`src/rtl/parity_frame_pkg.sv`:
```
// Shared types and constants for the parity-framed serial receiver.
package parity_frame_pkg;

  typedef enum logic [1:0] {
    IDLE   = 2'd0,
    DATA   = 2'd1,
    PARITY = 2'd2,
    STOP   = 2'd3
  } rx_state_t;

  localparam int ERR_PARITY = 0;
  localparam int ERR_FRAME  = 1;
  localparam int CNT_W      = 16;

endpackage

```
`src/rtl/parity_rx_shifter.sv`:
```
// LSB-first payload shift register with a running XOR parity accumulator.
module parity_rx_shifter
  import parity_frame_pkg::*;
#(
  parameter int DATA_W = 8
) (
  input  logic              clk,
  input  logic              reset,
  input  logic              clear,
  input  logic              shift_en,
  input  logic              acc_en,
  input  logic              bit_in,
  output logic [DATA_W-1:0] data,
  output logic              parity
);

  // New bits enter at the MSB so the first payload bit ends up at bit 0;
  // the parity bit is folded into the accumulator without shifting.
  always_ff @(posedge clk) begin
    if (reset || clear) begin
      data   <= '0;
      parity <= 1'b0;
    end else begin
      if (shift_en)
        data <= {bit_in, data[DATA_W-1:1]};
      if (shift_en || acc_en)
        parity <= parity ^ bit_in;
    end
  end

endmodule

```
`src/rtl/parity_frame_rx.sv`:
```
// Serial frame receiver: start 1, DATA_W bits LSB first, even parity, stop 0.
// Optional statistics counters enabled by PARITY_FRAME_RX_STATS_EN.
module parity_frame_rx
  import parity_frame_pkg::*;
#(
  parameter int DATA_W = 8
) (
  input  logic              clk,
  input  logic              reset,
  input  logic              in_valid,
  input  logic              in_bit,
  output logic [DATA_W-1:0] out_data,
  output logic [1:0]        out_err,
  output logic              out_valid,
  input  logic              out_ready,
  output logic              overflow,
  output logic [CNT_W-1:0]  frame_cnt,
  output logic [CNT_W-1:0]  err_cnt
);

  localparam int            BW       = $clog2(DATA_W);
  localparam logic [BW-1:0] LAST_BIT = BW'(DATA_W - 1);

  rx_state_t         state, state_nxt;
  logic [BW-1:0]     bit_cnt;
  logic              start, shift_en, acc_en, frame_done;
  logic              buf_free, load;
  logic [DATA_W-1:0] sh_data;
  logic              sh_parity;
  logic [1:0]        frame_err;

  parity_rx_shifter #(.DATA_W(DATA_W)) u_shifter (
    .clk      (clk),
    .reset    (reset),
    .clear    (start),
    .shift_en (shift_en),
    .acc_en   (acc_en),
    .bit_in   (in_bit),
    .data     (sh_data),
    .parity   (sh_parity)
  );

  // Idle samples (in_valid=0) leave every state untouched.
  always_comb begin
    state_nxt  = state;
    start      = 1'b0;
    shift_en   = 1'b0;
    acc_en     = 1'b0;
    frame_done = 1'b0;
    if (in_valid) begin
      case (state)
        IDLE: begin
          if (in_bit) begin
            start     = 1'b1;
            state_nxt = DATA;
          end
        end
        DATA: begin
          shift_en = 1'b1;
          if (bit_cnt == LAST_BIT)
            state_nxt = PARITY;
        end
        PARITY: begin
          acc_en    = 1'b1;
          state_nxt = STOP;
        end
        STOP: begin
          frame_done = 1'b1;
          state_nxt  = IDLE;
        end
        default: state_nxt = IDLE;
      endcase
    end
  end

  always_comb begin
    frame_err             = 2'b00;
    frame_err[ERR_PARITY] = sh_parity;
    frame_err[ERR_FRAME]  = in_bit;
  end

  assign buf_free = !out_valid || out_ready;
  assign load     = frame_done && buf_free;

  always_ff @(posedge clk) begin
    if (reset) begin
      state   <= IDLE;
      bit_cnt <= '0;
    end else begin
      state <= state_nxt;
      if (start)
        bit_cnt <= '0;
      else if (shift_en)
        bit_cnt <= bit_cnt + 1'b1;
    end
  end

  // Single-entry holding buffer; a load wins over a simultaneous pop.
  always_ff @(posedge clk) begin
    if (reset) begin
      out_valid <= 1'b0;
      out_data  <= '0;
      out_err   <= 2'b00;
      overflow  <= 1'b0;
    end else begin
      if (load) begin
        out_valid <= 1'b1;
        out_data  <= sh_data;
        out_err   <= frame_err;
      end else if (out_valid && out_ready) begin
        out_valid <= 1'b0;
      end
      if (frame_done && !buf_free)
        overflow <= 1'b1;
    end
  end

`ifdef PARITY_FRAME_RX_STATS_EN
  // Dropped frames still count: statistics reflect the line, not the buffer.
  always_ff @(posedge clk) begin
    if (reset) begin
      frame_cnt <= '0;
      err_cnt   <= '0;
    end else if (frame_done) begin
      frame_cnt <= frame_cnt + 1'b1;
      if (|frame_err)
        err_cnt <= err_cnt + 1'b1;
    end
  end
`else
  assign frame_cnt = '0;
  assign err_cnt   = '0;
`endif

endmodule

```
`config.mk`:
```
export PLATFORM = sky130hd
export DESIGN_NAME = parity_frame_rx
export DESIGN_NICKNAME = d
export VERILOG_FILES = /design/src/rtl/parity_frame_pkg.sv /design/src/rtl/parity_rx_shifter.sv /design/src/rtl/parity_frame_rx.sv
export SDC_FILE = /design/constraint.sdc
export NUM_CORES = 1
export LEC_CHECK = 0
export CORE_MARGIN = 1.5
export CORE_UTILIZATION = 40
export CTS_BUF_LIST = sky130_fd_sc_hd__clkbuf_8
export DETAILED_ROUTE_END_ITERATION = 10
export MAX_ROUTING_LAYER = met4
export PLACE_DENSITY = 0.73
export SLEW_MARGIN = 30
export SYNTH_ARGS = -nofsm -noshare
export SYNTH_HDL_FRONTEND = slang
export SYNTH_SLANG_ARGS = --single-unit
```
`constraint.sdc`:
```
create_clock -name clk -period 1.5 [get_ports clk]
set_input_delay 0.375 -clock clk [delete_from_list [all_inputs] [get_ports clk]]
set_output_delay 0.375 -clock clk [all_outputs]
set_load 0.02 [all_outputs]
```
======== Word-level counts from Yosys, hierarchy flattened ========
Index checks and enable logic that the tools add are counted.
cells by class
  add/sub/neg operators ................... 1
  equality and inequality tests ........... 6
  multiplexer cells ....................... 14
  bitwise operators ....................... 1
  reductions and logical operators ........ 12
operators with widths
  cell                                                             number
  1-bit 2-to-1 mux                                                 11
  2-bit case mux with 4 select lines                               1
  2-bit == test, second input constant                             2
  2-bit 2-to-1 mux                                                 2
  2-bit != test, second input constant                             2
  3-bit by 1-bit adder with 3-bit output, second input constant    1
  3-bit == test, second input constant                             1
  1-bit logical AND                                                3
  1-bit logical OR                                                 3
  3-bit AND reduction                                              1
  2-bit by 1-bit == test with 1-bit output, second input constant  1
  1-bit logical NOT                                                2
  2-bit logical NOT                                                1
  2-bit nonzero test                                               1
  2-bit OR reduction                                               1
  1-bit bitwise XOR                                                1
storage, ports and cells
  bits in registers ....................... 26
  bits of input ports ..................... 5
  output and inout bits ................... 44
  word-level logic and storage cells ...... 42

======== Depth between registers and ports, before layout ========
Gate-level depths: netlist of the first run.
  word-level depth ........................ 5
  gate-level depth with buffers ........... 6
  gate-level depth less buffers ........... 5

======== Modules after synthesis ========
From an unflattened synthesis of the first run, not the netlist that was laid out.
second synthesis, totals
  cell total of the unflattened synthesis .. 155
  area, all modules ....................... 1385.1 um^2
modules (own cells, without submodules)
  module             instances  cells an instance  area each (um^2)  seq. area each (um^2)
  parity_frame_rx    1          123                1036.0            340.3
  parity_rx_shifter  1          32                 349.1             180.2

======== Worst setup path before layout of the first run ========
No wires, ideal clock.
  path kind ............................... register -> register
  from .................................... register bit_cnt[0]
  to ...................................... register state[0]
  setup time .............................. 0.115 ns
  arrival time ............................ 1.137 ns
  data required time ...................... 1.385 ns
  setup slack ............................. 0.249 ns
  stages on the path, launching flop included .. 6
  buffers on the path ..................... 0
  clock period less this slack ............ 1.251 ns
  path through ............................ dfxtp_1 > ha_1 > ha_1 > nand2b_1 > and3_1 > o21a_1
between the ends
  longest elaborated chain between the ends .. 3
RTL lines
  element                        RTL line               RTL
  start: declaration             parity_frame_rx.sv:25  logic [BW-1:0] bit_cnt;
  start signal: assignment       parity_frame_rx.sv:94  bit_cnt <= bit_cnt + 1'b1;
  3-bit == test                  parity_frame_rx.sv:60  if (bit_cnt == LAST_BIT)
  2-bit != test (no line)        n/a
  3-bit AND reduction (no line)  n/a
  end signal: assignment         parity_frame_rx.sv:90  state <= state_nxt;
  end: declaration               parity_frame_rx.sv:24  rx_state_t state, state_nxt;
Every way passes these cells.
A chain may end at the register's enable or synchronous reset.

======== Final worst setup path of the first run ========
Same ends and word-level chain as after synthesis.

==> results of run 1 <==
==> worst max-delay path, delay by kind of cell (launching register included) <==
family                     cells  cell delay, ns
AOI/OAI and AO/OA              1            0.17
adders and majority gates      2            0.37
DFF                            1            0.33
and+or+nand+nor                2            0.37
==> area by class of cell <==
cell class,count,area [sq um],area share
Clock inverter,1,30.0,0.0195
Multi-Input combinational cell,122,671,0.436
Sequential cell,26,520,0.338
Timing Repair Buffer,23,210,0.137
Clock buffer,3,41.3,0.0269
Inverter,2,7.51,0.00488
Tap cell,46,57.6,0.0374
==> path summary, 6_finish.rpt <==
check | to | from | slack [ns] | depth (start not counted)
worst min register to register | bit_cnt[2] | bit_cnt[2] | 0.47 | 2
worst max-delay path | state[0] | bit_cnt[0] | 0.17 | 5
worst max register to register | state[0] | bit_cnt[0] | 0.17 | 5
worst min-delay path | bit_cnt[2] | bit_cnt[2] | 0.47 | 2
==> report_power, final <==
group	switching (W)	internal (W)
logic	0.000138	0.0000510
clock network	0.000209	0.000357
registers	0.00000792	0.000699
total	0.000355	0.00111
==> placed cells by master (no fill, tap or decap), drive strengths merged <==
cell            n
and2            2
clkbuf          3
nand4           1
bufinv          1
o31ai           1
dfxtp          26
nand3          10
xor2            1
nand2b          3
o211ai          1
a21oi          22
a31oi           1
o21ai          10
inv             2
nor2b           2
ha              6
buf             7
nor2            4
dlygate4sd2    12
o21a            1
conb           32
and3            1
a31o            1
clkdlybuf4s50   4
xnor2           1
nand2          22
==> stage by stage <==
step / utilization / setup slack (ns)
3_5_place_dp: 0.443 / -0.219
5_1_grt: 0.461 / 0.106
6_report: 0.461 / 0.169
2_1_floorplan: - / 0.249
4_1_cts: 0.460 / 0.0636
3_3_place_gp: 0.443 / -0.152
==> kinds of logic after synthesis <==
logic type	Yosys count
AO/OA/AOI/OAI	37
flip-flops	26
AND/OR/NAND/NOR	45
XOR/XNOR	2
buffers and inverters	42
adder cells (fa/ha/maj)	6
other	1
==> timing repair <==
action                     in CTS  in global routing
pin swaps                       0                  0
setup endpoints to repair      12                  9
resized for setup              12                  1
buffers inserted                0                  0
gates cloned                    0                  0
==> layer usage <==
metal  up-vias  global-route usage
met4         0              0.0274
met1       423               0.148
met2        28               0.188
met5         -                   -
li1        495                   -
met3         2              0.0435
==> state kept, by name (all words and copies together), names as in the netlist <==
signal / cells
u_shifter.parity: 1
out_err: 2
out_data: 8
overflow: 1
state: 2
u_shifter.data: 8
bit_cnt: 3
out_valid: 1
==> results.json, run 1 <==
{
  "drcViolationCount": 0,
  "fin_area_sq_um": 1540,
  "top_layer_used": "met4",
  "synthFlopType": "dfxtp_1",
  "worstSetupPathType": "reg -> reg",
  "drive_gt1_frac": 0.147,
  "yosys.area_share.simple": 0.155,
  "final-hold-violation-count": 0,
  "outcome": "finished clean",
  "synthAdderAreaFrac": 0.0542,
  "ys_seq_elements": 26,
  "dpl.hpwl_um": 1580,
  "drv_cap": 0,
  "path_max_fanout": 3,
  "wl_met1_um": 961,
  "postRouteWirelength_um": 2020,
  "yosysWarnings": 0,
  "synth_top_family_by_area": "buffers and inverters",
  "synth_edf_count": 0,
  "clk_pin_slew_worst_paths_ns": 0.08,
  "synth_commonest_cells": "buf_4, dfxtp_1, nand2_1",
  "finalCritPeriodShare": 0.888,
  "critPathMaxStageDelay_ns": 0.33,
  "synth_area_per_cell_sq_um": 8.70,
  "drv_slew": 0,
  "core_sq_um": 3340,
  "crit_slowest_cell": "dfxtp_1",
  "rows": 21,
  "yosysUniqueCellTypes": 29,
  "startpoint_type": "flip-flop",
  "dp_cells": 219,
  "track_usage": 0.120,
  "synth_compound_area_frac": 0.175,
  "grt_start_max_net_pins": 16,
  "cts_hold_buf": 0,
  "gr-total-overflow": 0,
  "muxShareOfSynthArea": 0,
  "diodes": 0,
  "crit_path_end_kind": "flip-flop",
  "rsz0062_at_grt": "no",
  "io_pins": 49,
  "areaGrowthSynthToFinish_pct": 11.1,
  "clock_sinks": 26,
  "yosysMostFrequentCell": "buf_4",
  "drtIter0Drc": 22,
  "gp_congestion": 0.753,
  "grt_pass1_wl_um": 3330,
  "drt_pre_antenna_iters": 4,
  "crit_path_frequent_cell": "ha_1",
  "synth_xor_area_frac": 0.0127,
  "power_leakage_nw": 0.649,
  "fillers": 352,
  "power_density_nw_per_um2": 951,
  "holdCritPathClass": "reg -> reg",
  "fin_hold_ws_ns": 0.467,
  "final_cell_count_no_fill": 223,
  "fin_setup_tns_ns": 0,
  "synthTopCellsByArea": "dfxtp_1, buf_4, nand2_1",
  "placed_area_sq_um": 1480,
  "postRouteAntennaNets": 0,
  "syn_area_sq_um": 1380,
  "fp.dieW_um": 61.8,
  "cts_buffers": 3,
  "finalCriticalPeriod_ns": 1.33,
  "peakVddDrop_mv": 0.670,
  "portBuffers": 16,
  "clk_latency_ns": 0.27,
  "crit_required_ns": 1.66,
  "cts_buffer_depth": 2,
  "wl_per_cell_um": 9.04,
  "antenna_found_initial": 0,
  "synth_top_area_share": 0.376,
  "wl_met2_um": 941,
  "total_power_w": 0.00146,
  "synthCells": 159,
  "grt_pass1_vias": 781,
  "dr_total_vias": 948,
  "nets": 189,
  "cts-htree-levels": 1,
  "cts_tree": "built",
  "start_util": 0.415,
  "ys_seq_area_frac": 0.376,
  "max_freq_ghz": 0.751,
  "arrival_ns": 1.50,
  "cp_cell_sequence": "ha_1 -> ha_1 -> nand2b_1 -> and3_1 -> o21a_1",
  "die-area_sq_um": 3820,
  "met3_length_um": 99,
  "synth.largest_area_cell": "dfxtp_1",
  "viasPerCell": 4.25,
  "fp.dieH_um": 61.8,
  "skew_ns": 0.00395,
  "async_flop_share": 0,
  "setup_viol": 0,
  "ctsRootBufferMaster": "clkbuf_8"
}
Note: power is estimated with default switching activity, not from simulation.
==> run 2, diff against run 1 <==
--- a/config.mk
+++ b/config.mk
@@ -5,6 +5,7 @@
 export SDC_FILE = /design/constraint.sdc
 export NUM_CORES = 1
 export LEC_CHECK = 0
+export CAP_MARGIN = 20
 export CORE_MARGIN = 1.5
 export CORE_UTILIZATION = 40
 export CTS_BUF_LIST = sky130_fd_sc_hd__clkbuf_8
==> results of run 2 <==
Final layout, timing and power as in run 1 (identical DEF).
==> run 3, diff against run 2 <==
--- a/config.mk
+++ b/config.mk
@@ -10,6 +10,7 @@
 export CORE_UTILIZATION = 40
 export CTS_BUF_LIST = sky130_fd_sc_hd__clkbuf_8
 export DETAILED_ROUTE_END_ITERATION = 10
+export GPL_ROUTABILITY_DRIVEN = 0
 export MAX_ROUTING_LAYER = met4
 export PLACE_DENSITY = 0.73
 export SLEW_MARGIN = 30
==> results of run 3 <==
Final layout, timing and power as in run 1 (identical DEF).
